### src/rtl/dmux_1by4_dispatcher.sv
// Round-robin 1:4 stream dispatcher: one holding register fed from a valid/ready
// source, each word routed to the next enabled channel in rotation.
module dmux_1by4_dispatcher #(
  parameter int DW = 8
) (
  input  logic          clk,
  input  logic          rst,
  input  logic [3:0]    en_mask,
  input  logic [DW-1:0] in_data,
  input  logic          in_valid,
  output logic          in_ready,
  output logic [DW-1:0] out_data,
  output logic [3:0]    out_valid,
  input  logic [3:0]    out_ready,
  output logic [1:0]    sel,
  output logic [15:0]   count
);

  // state | meaning
  // EMPTY | holding register free, outputs idle
  // HOLD  | word held for channel dest_q until out_ready[dest_q]
  typedef enum logic {EMPTY, HOLD} state_t;

  state_t        state_q, state_d;
  logic [DW-1:0] data_q, data_d;
  logic [1:0]    dest_q, dest_d;
  logic [1:0]    ptr_q, ptr_d;
  logic [15:0]   count_q, count_d;

  logic       full;
  logic       out_fire;
  logic       in_fire;
  logic [1:0] pick;
  logic [1:0] cand;
  logic       found;

  assign full     = (state_q == HOLD);
  assign out_fire = full & out_ready[dest_q];
  assign in_ready = (~full | out_fire) & (|en_mask) & ~rst;
  assign in_fire  = in_valid & in_ready;

  // First enabled channel at or after ptr_q, wrapping mod 4.
  always_comb begin
    pick  = ptr_q;
    cand  = ptr_q;
    found = 1'b0;
    for (int i = 0; i < 4; i++) begin
      cand = ptr_q + 2'(i);
      if (!found && en_mask[cand]) begin
        pick  = cand;
        found = 1'b1;
      end
    end
  end

  always_comb begin
    state_d = state_q;
    data_d  = data_q;
    dest_d  = dest_q;
    ptr_d   = ptr_q;
    count_d = count_q;
    if (out_fire) begin
      count_d = count_q + 16'd1;
    end
    case (state_q)
      EMPTY: begin
        if (in_fire) begin
          state_d = HOLD;
        end
      end
      HOLD: begin
        if (out_fire && !in_fire) begin
          state_d = EMPTY;
        end
      end
      default: state_d = EMPTY;
    endcase
    if (in_fire) begin
      data_d = in_data;
      dest_d = pick;
      ptr_d  = pick + 2'd1;
    end
  end

  always_ff @(posedge clk) begin
    if (rst) begin
      state_q <= EMPTY;
      data_q  <= '0;
      dest_q  <= '0;
      ptr_q   <= '0;
      count_q <= '0;
    end else begin
      state_q <= state_d;
      data_q  <= data_d;
      dest_q  <= dest_d;
      ptr_q   <= ptr_d;
      count_q <= count_d;
    end
  end

  assign out_valid = full ? (4'b0001 << dest_q) : 4'b0000;
  assign sel       = full ? dest_q : 2'd0;
  assign out_data  = data_q;
  assign count     = count_q;

endmodule

### config.mk
export PLATFORM = sky130hd
export DESIGN_NAME = dmux_1by4_dispatcher
export DESIGN_NICKNAME = d
export VERILOG_FILES = /design/src/rtl/dmux_1by4_dispatcher.sv
export SDC_FILE = /design/constraint.sdc
export NUM_CORES = 1
export LEC_CHECK = 0
export BUFFER_PORTS_ARGS = -buffer_cell sky130_fd_sc_hd__buf_2
export CAP_MARGIN = 25
export CORE_AREA = 2 2 56 58
export DETAILED_ROUTE_END_ITERATION = 16
export DIE_AREA = 0 0 58 60
export PLACE_DENSITY = 0.91
export SLEW_MARGIN = 20
export SYNTH_ARGS = -nofsm -noshare
export SYNTH_HDL_FRONTEND = slang
export SYNTH_SLANG_ARGS = --single-unit
### constraint.sdc
create_clock -name clk -period 2.7 [get_ports clk]
set_input_delay 0.27 -clock clk [delete_from_list [all_inputs] [get_ports clk]]
set_output_delay 0.27 -clock clk [all_outputs]
set_load 0.01 [all_outputs]
==> results of run 1 <==
==> flip-flops by register name, summed over array words and instances, names as in the netlist, named ones only <==
register,count
count,16
out_data,8
full,1
ptr_q,1
dest_q,2
==> per-stage QoR <==
step | total power, mW | instance area (µm²) | cells
detailed placement | 0.5518 | 1683 | 248
finish | 0.9173 | 1772 | 256
global route | 0.9592 | 1772 | 256
CTS | 0.9229 | 1772 | 256
global placement | 0.5486 | 1683 | 248
floorplan | 0.5191 | 1451 | 177
==> cell type report <==
type | instances | area, µm²
Multi-Input combinational cell | 130 | 789.5
Fill cell | 263 | 1131
Sequential cell | 29 | 580.6
Clock inverter | 2 | 37.54
Clock buffer | 6 | 51.30
Tap cell | 33 | 41.29
Inverter | 7 | 26.28
Timing Repair Buffer | 49 | 245.2
==> routing by layer <==
layer / up-vias / global-route usage
met5: - / 0
met4: 0 / 0.09302
met3: 6 / 0.06494
met2: 41 / 0.3425
met1: 654 / 0.2443
li1: 725 / -
==> power by group <==
part / internal (mW) / switching (mW)
registers: 0.439 / 0.0120
logic: 0.0375 / 0.0533
clock network: 0.220 / 0.156
==> critical path: stages, from the launching register on <==
cell and delay [ps]:
dfxtp_1 450, mux4_2 690, nor2_1 230, nor2_1 70, buf_2 140
==> cells in the final DEF (no fill, tap or decap), types with 2 or more instances in the layout <==
master | Yosys | routed
a21oi_1 | 22 | 22
or3_1 | 2 | 2
nor3_1 | 2 | 2
buf_2 | 2 | 49
or4_1 | 6 | 6
o31ai_1 | 6 | 6
nor2_1 | 14 | 14
and4_1 | 2 | 2
clkbuf_4 | 0 | 5
nor3b_1 | 2 | 2
o21ai_0 | 3 | 3
and3_1 | 3 | 3
inv_1 | 7 | 7
o221ai_1 | 2 | 2
nand3_1 | 5 | 5
xor2_1 | 8 | 8
nand2_1 | 25 | 25
and2_1 | 4 | 4
nand4_1 | 5 | 5
dfxtp_1 | 29 | 29
==> cell families (layout without fill, tap and decap cells) <==
| family | count (synthesis) | in the layout |
|---|---|---|
| AOI/OAI and AO/OA | 43 | 43 |
| xor gates and xnor gates | 8 | 8 |
| adders and majority gates | 2 | 2 |
| buffers and inverters | 18 | 64 |
| DFF | 29 | 29 |
| muxes | 1 | 1 |
| and+or+nand+nor | 76 | 76 |
==> cells in the mapped netlist, types with 3 or more instances <==
library cell	count
dfxtp_1	29
nand2_1	25
a21oi_1	22
nor2_1	14
xor2_1	8
clkbuf_1	7
inv_1	7
o31ai_1	6
or4_1	6
nand3_1	5
nand4_1	5
and2_1	4
and3_1	3
o21ai_0	3
==> worst max-delay path by stage <==
stage	end	slack (ps)	depth (start not counted)
2_1_floorplan	dest_q[0]$_SDFFE_PP0P_	1000	4
3_3_place_gp	register	740	4
3_5_place_dp	register	710	4
4_1_cts	in_ready	540	4
5_1_grt	in_ready	400	4
6_report	in_ready	540	4
==> impl_metrics.toml, run 1 <==
[outcome]
status = "finished clean"

[placed_design]
io_buffer_count = 49
preCtsSetupSlack_ps = 706.5
gp_congestion = 0.8333
hpwlAfterDp_mm = 2.478

[hold_path]
hold_class = "in -> reg"
hold_end = "out_data[2]$_SDFFE_PP0P_"
min_from = "in_data[2]"
hold_depth = 3

[clocking]
ctsHoldBuffers = 0
ctsResizeCount = 0
cts_tree = "done"
cts_buffers = 5
clock_latency_ps = 320
h-tree-depth = 2
clk_pin_slew_ps = 100
cts_setup_buffers = 0
cts.sinks = 29
cts_buffer_depth = 2
cts-root-buf = "clkbuf_4"

[floorplanning]
dieWidth_um = 58
rows = 20
die_h_um = 60
ios = 50
start_util = 0.5000
die-area_mm2 = 0.003480
core_mm2 = 0.002903

[global_route]
grt.overflow.total = 0
grt_max_degree = 31
grt_first_pass_wirelength_mm = 5.444
grt_usage = 0.2062
grt_pass1_vias = 1282
antenna_found_initial = 0

[yosys]
synth_top_family_by_area = "simple AND/OR/NAND/NOR gates"
synth-async-reset-ratio = 0
synth-simple-area-share = 0.2716
synth_fa_ha_area_frac = 0.01552
syn_avg_cell_area_um2 = 8.200
ys_types = 41
synth_compound_area_frac = 0.1931
synth-xor-area-share = 0.04828
synthMuxAreaShare = 0.01552
synth_area_leaders = "dfxtp_1 (40%), a21oi_1 (7.6%), nand2_1 (6.5%)"
syn-cell-area_mm2 = 0.001451
yosys_register_bits = 29
ys_warn_count = 0
syn_inst = 177
synth_edf_count = 0
synth_nets = 197
synth_top_area_frac = 0.4000
synth-main-ff-cell = "dfxtp_1"
synth-seq-area-share = 0.4000
synth_top_cell_by_area = "dfxtp_1"

[flow_run]
drv_cap = 0

[route]
wl_per_cell_um = 13.14
routed_wl_mm = 3.363
viasPerCell = 5.570
post-route-drc-count = 0
highest_layer = "met4"
antenna_left = 0
vias = 1426
drtIter0Drc = 40
wl_met3_um = 201
dr.pass1.iters = 4
wl_met2_mm = 1.592
wl_met1_mm = 1.513

[final_layout]
antenna_cells = 0
syn_to_final_growth_pct = 22.07
layout.nets = 242
utilization = 0.6103
drive_above_1_share = 0.2780

[sta]
grt_setup_unrepaired = "no"
final_hold_viol_count = 0
finalSetupViolCount = 0
worst_pin_slew_ps = 535.4
fin_crit_ps = 2162
slew_headroom = 0.6431
finalMaxSlewViolations = 0
period_share = 0.8009
holdWs_ps = 172.8
setup_tns_ps = 0
fmax_ghz = 0.4624
setup_ws_ps = 537.5
skew_ps = 7.387

[setup_path]
reg2reg_slack_ps = 690
reg2regPathDepth = 4
startpoint = "dest_q[0]$_SDFFE_PP0P_"
worstSetupPathType = "reg -> out"
cp_max_fo = 14
required_ps = 2430
timing.rr.start = "dest_q[0]$_SDFFE_PP0P_"
cp-end-kind = "output pin"
cp.arrival_ps = 1890
cp-start-kind = "register"

[power_and_ir_drop]
total_leakage_power_nw = 0.7799
peakVddDrop_uv = 419.4
power_density_mw_per_mm2 = 517.8
(Power assumes the default switching activity.)
==> run 2: changes to the inputs <==
--- a/config.mk
+++ b/config.mk
@@ -7,10 +7,10 @@
 export LEC_CHECK = 0
 export BUFFER_PORTS_ARGS = -buffer_cell sky130_fd_sc_hd__buf_2
 export CAP_MARGIN = 25
-export CORE_AREA = 2 2 56 58
+export CORE_AREA = 2 2 61 63
 export DETAILED_ROUTE_END_ITERATION = 16
-export DIE_AREA = 0 0 58 60
-export PLACE_DENSITY = 0.91
+export DIE_AREA = 0 0 63 65
+export PLACE_DENSITY = 0.82
 export SLEW_MARGIN = 20
 export SYNTH_ARGS = -nofsm -noshare
 export SYNTH_HDL_FRONTEND = slang
==> constraint.sdc (replaced) <==
create_clock -name clk -period 1.89 [get_ports clk]
set_input_delay 0.189 -clock clk [delete_from_list [all_inputs] [get_ports clk]]
set_output_delay 0.189 -clock clk [all_outputs]
set_load 0.01 [all_outputs]
==> run 2 against run 1 <==
Compared with the run above:
- setup slack worse by 420 ps
- largest cell class unchanged
- non-clock buffer count is 8 higher
- wire length decreased by 0.33%
- largest power group unchanged
- highest routed layer unchanged
==> impl_metrics.toml, run 2 (synthesized netlist as in run 1, its figures left out) <==
[outcome]
status = "finished clean"

[floorplanning]
start_util = 0.4152
die-area_mm2 = 0.004095
dieWidth_um = 63
die_h_um = 65
ios = 50
rows = 22
core_mm2 = 0.003496

[global_route]
grt_first_pass_wirelength_mm = 5.492
grt_usage = 0.1710
grt_pass1_vias = 1298
grt_max_degree = 30
grt.overflow.total = 0
antenna_found_initial = 0

[sta]
fin_crit_ps = 1772
setup_ws_ps = 118.3
period_share = 0.9374
fmax_ghz = 0.5644
setup_tns_ps = 0
finalSetupViolCount = 0
worst_pin_slew_ps = 398.9
finalMaxSlewViolations = 0
grt_setup_unrepaired = "no"
skew_ps = 4.360
final_hold_viol_count = 0
slew_headroom = 0.7316

[placed_design]
preCtsSetupSlack_ps = 204.6
hpwlAfterDp_mm = 2.385
io_buffer_count = 49
gp_congestion = 0.8727

[route]
routed_wl_mm = 3.352
dr.pass1.iters = 4
viasPerCell = 5.186
vias = 1447
drtIter0Drc = 88
antenna_left = 0
wl_per_cell_um = 12.01
post-route-drc-count = 0

[final_layout]
antenna_cells = 0
regArea_um2 = 581.8
final_common_cell = "buf_2"
multi_input_area_um2 = 797.0
largest_reg_flops = 16
layout.nets = 250
utilization = 0.5211
fillers = 336
final_cell_mix = "buf_2 (49), dfxtp_1 (28), nand2_1 (25)"
drive_above_1_share = 0.3074
syn_to_final_growth_pct = 25.52

[setup_path]
worstSetupPathType = "reg -> out"
cp-start-kind = "register"
cp_max_fo = 5
required_ps = 1700
cp-end-kind = "output pin"
cp.arrival_ps = 1580
reg2regPathDepth = 5

[hold_path]
hold_depth = 3
hold_class = "in -> reg"

[clocking]
cts_tree = "done"
cts.sinks = 29
clk_pin_slew_ps = 90
clock_latency_ps = 320
h-tree-depth = 2
cts-root-buf = "clkbuf_4"
cts_setup_buffers = 0
cts_buffers = 5
cts_buffer_depth = 2

[power_and_ir_drop]
peakVddDrop_uv = 336.9
power_density_mw_per_mm2 = 630.5
total_leakage_power_nw = 0.8083

[flow_run]
drv_cap = 0
[run 2: cell types whose count changed in the layout (fill, tap and decap cells not counted), sizes merged]
cell,previous run,this run
buf,49,57
clkinv,0,2
bufinv,1,0
clkinvlp,1,0
[run 2: worst paths after layout]
check                                 from  slack [ps]                       end
setup reg to reg    dest_q[0]$_SDFFE_PP0P_         150  out_data[0]$_SDFFE_PP0P_
hold reg to reg   out_data[7]$_SDFFE_PP0P_         460  out_data[7]$_SDFFE_PP0P_
setup / recovery    dest_q[0]$_SDFFE_PP0P_         120                  in_ready
hold / removal                  in_data[7]         100  out_data[7]$_SDFFE_PP0P_
[run 2: metal layers]
metal | up-vias | share of wire | track usage
met5 | - | 0 | 0
met2 | 40 | 0.46 | 0.2832
met4 | 0 | 0.015 | 0.06944
met1 | 660 | 0.47 | 0.2054
met3 | 5 | 0.055 | 0.05382
li1 | 742 | - | -
[run 2: what timing repair did]
action                     in CTS  in global routing
hold buffers                    0                  0
setup endpoints to repair       1                  1
gates resized for setup         1                  2
[run 2: critical path, stage by stage (launching register included)]
cell	delay, ps
dfxtp_2	340
mux4_2	590
nor2_4	140
nor2_1	60
buf_2	130
[run 2: through the flow]
stage          total power [mW]  hold slack, ps  std cells  instance area, µm²
3_3_place_gp             0.7994           431.6        271                1762
5_1_grt                   1.205           94.76        279                1822
6_report                  1.149           96.00        279                1822
3_5_place_dp             0.8026           437.8        271                1762
4_1_cts                   1.157           87.63        279                1815
2_1_floorplan            0.7415           325.0        177                1451
[run 2: report_power, final]
group / internal [mW] / switching, mW / leakage (nW)
registers: 0.627 / 0.0145 / 0.235
clock network: 0.141 / 0.215 / 0.0320
logic: 0.0661 / 0.0847 / 0.541
total: 0.834 / 0.314 / 0.808
[run 2: cell type report]
type | instances | share of cell area
Inverter | 7 | 0.01442
Tap cell | 48 | 0.03297
Clock buffer | 6 | 0.02266
Clock inverter | 2 | 0.005494
Sequential cell | 29 | 0.3194
Multi-Input combinational cell | 130 | 0.4375
Timing Repair Buffer | 57 | 0.1676
